<file path="src/rtl/pc_pkg.sv">
// Shared types for the program-counter unit: FSM states and next-PC select codes.
package pc_pkg;

    typedef enum logic {
        RUN    = 1'b0,
        HALTED = 1'b1
    } pc_state_e;

    typedef enum logic [2:0] {
        SEL_SEQ  = 3'd0,
        SEL_BR   = 3'd1,
        SEL_JMP  = 3'd2,
        SEL_CALL = 3'd3,
        SEL_RET  = 3'd4,
        SEL_EXC  = 3'd5
    } pc_sel_e;

endpackage

</file>
<file path="src/rtl/pc_ras.sv">
// Circular return-address stack: overflow overwrites the oldest entry,
// underflow leaves the stack as it is; both raise a one-cycle err pulse.
module pc_ras #(
    parameter int WIDTH     = 32,
    parameter int RAS_DEPTH = 4
) (
    input  logic             clk,
    input  logic             reset,
    input  logic             push,
    input  logic             pop,
    input  logic [WIDTH-1:0] push_data,
    output logic [WIDTH-1:0] top,
    output logic             empty,
    output logic             full,
    output logic             err
);

    localparam int PW = $clog2(RAS_DEPTH);

    logic [WIDTH-1:0] mem [RAS_DEPTH];
    logic [PW-1:0]    ptr;
    logic [PW:0]      count;
    logic [PW-1:0]    top_idx;

    // ptr is the next free slot, so the top sits one below it (mod depth).
    assign top_idx = ptr - 1'b1;
    assign empty   = (count == '0);
    assign full    = (count == (PW+1)'(RAS_DEPTH));
    assign top     = empty ? '0 : mem[top_idx];

    always_ff @(posedge clk) begin
        if (reset) begin
            ptr   <= '0;
            count <= '0;
            err   <= 1'b0;
        end else begin
            err <= 1'b0;
            if (push && pop) begin
                if (empty) begin
                    mem[ptr] <= push_data;
                    ptr      <= ptr + 1'b1;
                    count    <= count + 1'b1;
                end else begin
                    mem[top_idx] <= push_data;
                end
            end else if (push) begin
                mem[ptr] <= push_data;
                ptr      <= ptr + 1'b1;
                if (full) begin
                    err <= 1'b1;
                end else begin
                    count <= count + 1'b1;
                end
            end else if (pop) begin
                if (empty) begin
                    err <= 1'b1;
                end else begin
                    ptr   <= ptr - 1'b1;
                    count <= count - 1'b1;
                end
            end
        end
    end

endmodule

</file>
<file path="src/rtl/pc_unit.sv">
// Program-counter register with prioritised next-PC selection, halt/resume FSM,
// target alignment check and a return-address stack for call/ret.
module pc_unit
    import pc_pkg::*;
#(
    parameter int               WIDTH        = 32,
    parameter logic [WIDTH-1:0] RESET_VECTOR = 32'h0000_0000,
    parameter logic [WIDTH-1:0] EXC_VECTOR   = 32'h8000_0180,
    parameter int               INC          = 4,
    parameter int               RAS_DEPTH    = 4
) (
    input  logic             clk,
    input  logic             reset,
    input  logic             stall,
    input  logic             halt,
    input  logic             resume,
    input  logic             exc,
    input  logic             branch_taken,
    input  logic [WIDTH-1:0] branch_target,
    input  logic             jump,
    input  logic             call,
    input  logic             ret,
    input  logic [WIDTH-1:0] jump_target,
    output logic [WIDTH-1:0] pc,
    output logic [WIDTH-1:0] pc_plus_inc,
    output logic [WIDTH-1:0] ras_top,
    output logic             ras_empty,
    output logic             ras_full,
    output logic             ras_err,
    output logic             misalign,
    output logic             halted
);

    localparam logic [WIDTH-1:0] ALIGN_MASK = WIDTH'(INC - 1);

    pc_state_e        state;
    pc_sel_e          sel;
    logic [WIDTH-1:0] target;
    logic             target_bad;
    logic             advance;
    logic             ras_push;
    logic             ras_pop;

    assign pc_plus_inc = pc + WIDTH'(INC);
    assign halted      = (state == HALTED);

    always_comb begin
        sel    = SEL_SEQ;
        target = pc_plus_inc;
        if (exc) begin
            sel    = SEL_EXC;
            target = EXC_VECTOR;
        end else if (ret) begin
            // call+ret replaces the top entry and always goes to jump_target
            sel    = SEL_RET;
            target = (call || ras_empty) ? jump_target : ras_top;
        end else if (call) begin
            sel    = SEL_CALL;
            target = jump_target;
        end else if (jump) begin
            sel    = SEL_JMP;
            target = jump_target;
        end else if (branch_taken) begin
            sel    = SEL_BR;
            target = branch_target;
        end
    end

    assign target_bad = (sel != SEL_EXC) && ((target & ALIGN_MASK) != '0);
    assign advance    = !exc && !stall && (state == RUN) && !halt;
    assign ras_push   = advance && !target_bad && call;
    assign ras_pop    = advance && !target_bad && ret;

    always_ff @(posedge clk) begin
        if (reset) begin
            pc       <= RESET_VECTOR;
            state    <= RUN;
            misalign <= 1'b0;
        end else begin
            misalign <= 1'b0;
            if (exc) begin
                pc    <= EXC_VECTOR;
                state <= RUN;
            end else if (!stall) begin
                case (state)
                    RUN: begin
                        if (halt) begin
                            state <= HALTED;
                        end else begin
                            pc       <= target_bad ? EXC_VECTOR : target;
                            misalign <= target_bad;
                        end
                    end
                    HALTED: begin
                        if (resume) state <= RUN;
                    end
                    default: state <= RUN;
                endcase
            end
        end
    end

    pc_ras #(
        .WIDTH    (WIDTH),
        .RAS_DEPTH(RAS_DEPTH)
    ) u_ras (
        .clk      (clk),
        .reset    (reset),
        .push     (ras_push),
        .pop      (ras_pop),
        .push_data(pc_plus_inc),
        .top      (ras_top),
        .empty    (ras_empty),
        .full     (ras_full),
        .err      (ras_err)
    );

endmodule

</file>
<file path="config.mk">
export PLATFORM = sky130hd
export DESIGN_NAME = pc_unit
export DESIGN_NICKNAME = d
export VERILOG_FILES = /design/src/rtl/pc_pkg.sv /design/src/rtl/pc_ras.sv /design/src/rtl/pc_unit.sv
export SDC_FILE = /design/constraint.sdc
export NUM_CORES = 1
export LEC_CHECK = 0
export CAP_MARGIN = 20
export CORE_MARGIN = 1.5
export CORE_UTILIZATION = 52
export DETAILED_ROUTE_END_ITERATION = 7
export PLACE_DENSITY = 0.8
export SLEW_MARGIN = 20
export SYNTH_ARGS = -nofsm -noshare
export SYNTH_HDL_FRONTEND = slang
export SYNTH_SLANG_ARGS = --single-unit
export TNS_END_PERCENT = 5
</file>
<file path="constraint.sdc">
create_clock -name clk -period 8.05 [get_ports clk]
set_input_delay 1.2075 -clock clk [delete_from_list [all_inputs] [get_ports clk]]
set_output_delay 1.2075 -clock clk [all_outputs]
set_load 0.02 [all_outputs]
</file>
==> results.sh <==
export IMPL_timing_rr_start="u_ras.count[0]"
export IMPL_cts_root_buf="clkbuf_16"
export IMPL_finalClockSkew_ns=0.00618
export IMPL_hold_violations=0
export IMPL_post_dp_hpwl_mm=18.7
export IMPL_placementRows=47
export IMPL_avgSynthCellArea_um2=11.6
export IMPL_htreeDepth=4
export IMPL_start_kind="flop"
export IMPL_cp_common_cell="and4_1"
export IMPL_ys_warn_count=0
export IMPL_grt_pass1_vias=7438
export IMPL_period_minus_slack_ns=4.85
export IMPL_path_buf_inv=1
export IMPL_fin_ws_ns=3.20
export IMPL_ant_nets=0
export IMPL_final_max_slew_violation_count=0
export IMPL_cts_path_max_buffers=2
export IMPL_drtIter0Drc=1051
export IMPL_critPathMaxFanout=11
export IMPL_gp_congestion=0.889
export IMPL_grt_pass1_wl_mm=42.4
export IMPL_wirelength_mm=28.0
export IMPL_num_nets_final=987
export IMPL_cts_buffers=17
export IMPL_final_common_cell="clkdlybuf4s50_1"
export IMPL_vias=7534
export IMPL_layout_drive_gt1_share=0.117
export IMPL_r2r_end="u_ras.mem[3][1]"
export IMPL_vias_per_cell=6.60
export IMPL_yosysSeqAreaShare=0.528
export IMPL_fmax_mhz=206
export IMPL_max_cap_violations=0
export IMPL_critical_path_arrival_ns=3.64
export IMPL_min_from="pc[3]"
export IMPL_cts_tree="yes"
export IMPL_power_density_mw_per_mm2=174
export IMPL_ios=175
export IMPL_endpoint_kind="primary output"
export IMPL_die_area_mm2=0.0177
export IMPL_crit_slowest_cell="clkdlybuf4s50_1"
export IMPL_relSlewSlack=0.363
export IMPL_syn_nets=839
export IMPL_holdPathStages=2
export IMPL_worst_slew_pin_slew_ns=0.955
export IMPL_grt_antenna_before_repair=0
export IMPL_syn_area_mm2=0.00879
export IMPL_rsz0062_at_grt="no"
export IMPL_synth_edff_count=128
export IMPL_area_growth_syn_to_layout_pct=28.4
export IMPL_multiInputGateArea_mm2=0.00384
export IMPL_core_mm2=0.0165
export IMPL_final_cell_mix="173 x clkdlybuf4s50_1, 128 x edfxtp_1, 64 x nand2_1, 54 x nand3_1, 41 x nor2_1"
export IMPL_drt_wirelength_per_cell_um=24.5
export IMPL_n_antenna_cell=0
export IMPL_port_buffers=174
export IMPL_crit_type="flop to primary output"
export IMPL_clk_latency_ns=0.44
export IMPL_fp_dieH_um=133
export IMPL_crit_chain="ha_1 > and4_1 > and4_1 > nand2_1 > nor2_1 > xor2_1 > clkdlybuf4s50_1"
export IMPL_initial_core_util=0.532
export IMPL_reg2reg_depth=10
export IMPL_holdBufCountCts=0
export IMPL_cts_resized=0
export IMPL_nFillCells=1224
export IMPL_status="completed"
export IMPL_grt_ovfl_total=0
export IMPL_worstHoldPathType="flop to flop"
export IMPL_cp_data_required_time_ns=6.84
export IMPL_postSynthCellCount=761
export IMPL_remaining_drc_errors=0
export IMPL_ys_ff_latch=168
export IMPL_hold_end="pc[3]"
export IMPL_grt_max_degree=58
export IMPL_finalSetupTns_ns=0
export IMPL_synthFlopType="edfxtp_1"
export IMPL_path_clk_slew_ns=0.07
export IMPL_slowest_delay_ns=0.69
export IMPL_drt_pass1_iter_count=8
export IMPL_cts_sinks=168
export IMPL_synthArstFlopShare=0
export IMPL_ir_drop_mv=0.151
export IMPL_post_cts_setup_buffer_count=0
export IMPL_r2r_slack_ns=3.34
export IMPL_path_delay_family="simple AND/OR/NAND/NOR gates"
export IMPL_regArea_mm2=0.00465
export IMPL_die_w_um=133
export IMPL_p_leak_nw=3.66
export IMPL_grt_use_total=0.320
export IMPL_finalCritPeriodShare=0.602
export IMPL_dp_worst_setup_slack_ns=2.74
export IMPL_setup_violations=0
export IMPL_synthDistinctLibCells=61
[synth_stat cells (8+ instances only)]
| cell type | number | area share |
|---|---|---|
| dfxtp_1 | 40 | 0.091 |
| nand2b_1 | 9 | 0.0064 |
| inv_1 | 13 | 0.0055 |
| a21oi_1 | 21 | 0.012 |
| mux4_2 | 33 | 0.085 |
| xor2_1 | 9 | 0.0090 |
| xnor2_1 | 14 | 0.014 |
| o21ai_0 | 19 | 0.011 |
| and4_1 | 8 | 0.0080 |
| nand2_1 | 64 | 0.027 |
| clkbuf_1 | 37 | 0.016 |
| and3_1 | 24 | 0.017 |
| a32oi_1 | 9 | 0.0090 |
| nor3_1 | 18 | 0.010 |
| nand4_1 | 11 | 0.0078 |
| a32o_1 | 15 | 0.017 |
| edfxtp_1 | 128 | 0.44 |
| a211oi_1 | 18 | 0.015 |
| buf_2 | 18 | 0.010 |
| nor2_1 | 43 | 0.018 |
| nand3_1 | 54 | 0.031 |
| and2_1 | 37 | 0.026 |
[cell type report]
| class | count | area share |
|---|---|---|
| clock buffers | 18 | 0.0380 |
| clock inverters | 14 | 0.0160 |
| inverters | 13 | 0.00432 |
| multi-input cells | 518 | 0.340 |
| flip-flops and latches | 168 | 0.411 |
| well taps | 220 | 0.0244 |
| repair buffers | 191 | 0.166 |
[tightest hold or removal path, stage by stage, from the launching register on]
cell	delay (ns)
dfxtp_1	0.37
nand2_1	0.08
a211oi_1	0.06
[per-stage QoR]
| step | power, W | instance area, um2 | instances | util | hold slack [ns] |
|---|---|---|---|---|---|
| 2_1_floorplan | 0.00104 | 8790 | 761 | - | 0.545 |
| 3_3_place_gp | 0.00112 | 10700 | 1109 | 0.645 | 0.523 |
| 3_5_place_dp | 0.00113 | 10700 | 1109 | 0.645 | 0.531 |
| 4_1_cts | 0.00196 | 11300 | 1141 | 0.682 | 0.545 |
| 5_1_grt | 0.00201 | 11300 | 1142 | 0.684 | 0.570 |
| 6_report | 0.00197 | 11300 | 1142 | 0.684 | 0.550 |
[report_power, final]
part / total (W) / internal, W / leakage [nW] / switching (W)
logic: 0.000178 / 0.0000804 / 1.97 / 0.0000975
registers: 0.000935 / 0.000927 / 1.40 / 0.00000793
clock network: 0.000853 / 0.000472 / 0.292 / 0.000381
[kinds of logic after synthesis]
kind of cell               Yosys count  synth area share
DFF                                168             0.528
and+or+nand+nor                    307             0.186
muxes                               46             0.100
xor gates and xnor gates            23            0.0229
AOI/OAI and AO/OA                  138             0.120
adders and majority gates            4           0.00569
buffers and inverters               75            0.0380
[state kept, by name (all words and copies together), names as in the netlist]
name,cells
misalign,1
pc,32
u_ras.err,1
u_ras.mem,128
u_ras.ptr,2
halted,1
u_ras.count,3
[metal layers]
layer	vias up	share of wire	wire [um]	GRT usage
met3	111	0.11	2960	0.0609
li1	3230	-	-	-
met2	596	0.47	13100	0.508
met5	-	0	0	0
met1	3597	0.38	10500	0.419
met4	0	0.051	1420	0.172
[worst max path at each step]
stage | startpoint | to | slack (ns) | cells past startpoint
2_1_floorplan | branch_taken | u_ras.mem[0][0] | 2.01 | 6
3_3_place_gp | ret | u_ras.mem[3][0] | 2.60 | 7
3_5_place_dp | ret | u_ras.mem[3][22] | 2.74 | 7
4_1_cts | ret | u_ras.mem[3][25] | 3.23 | 7
5_1_grt | u_ras.count[0] | u_ras.mem[3][25] | 3.05 | 10
6_report | pc[2] | pc_plus_inc[30] | 3.20 | 7
No activity file was read; power rests on OpenSTA's default activity.
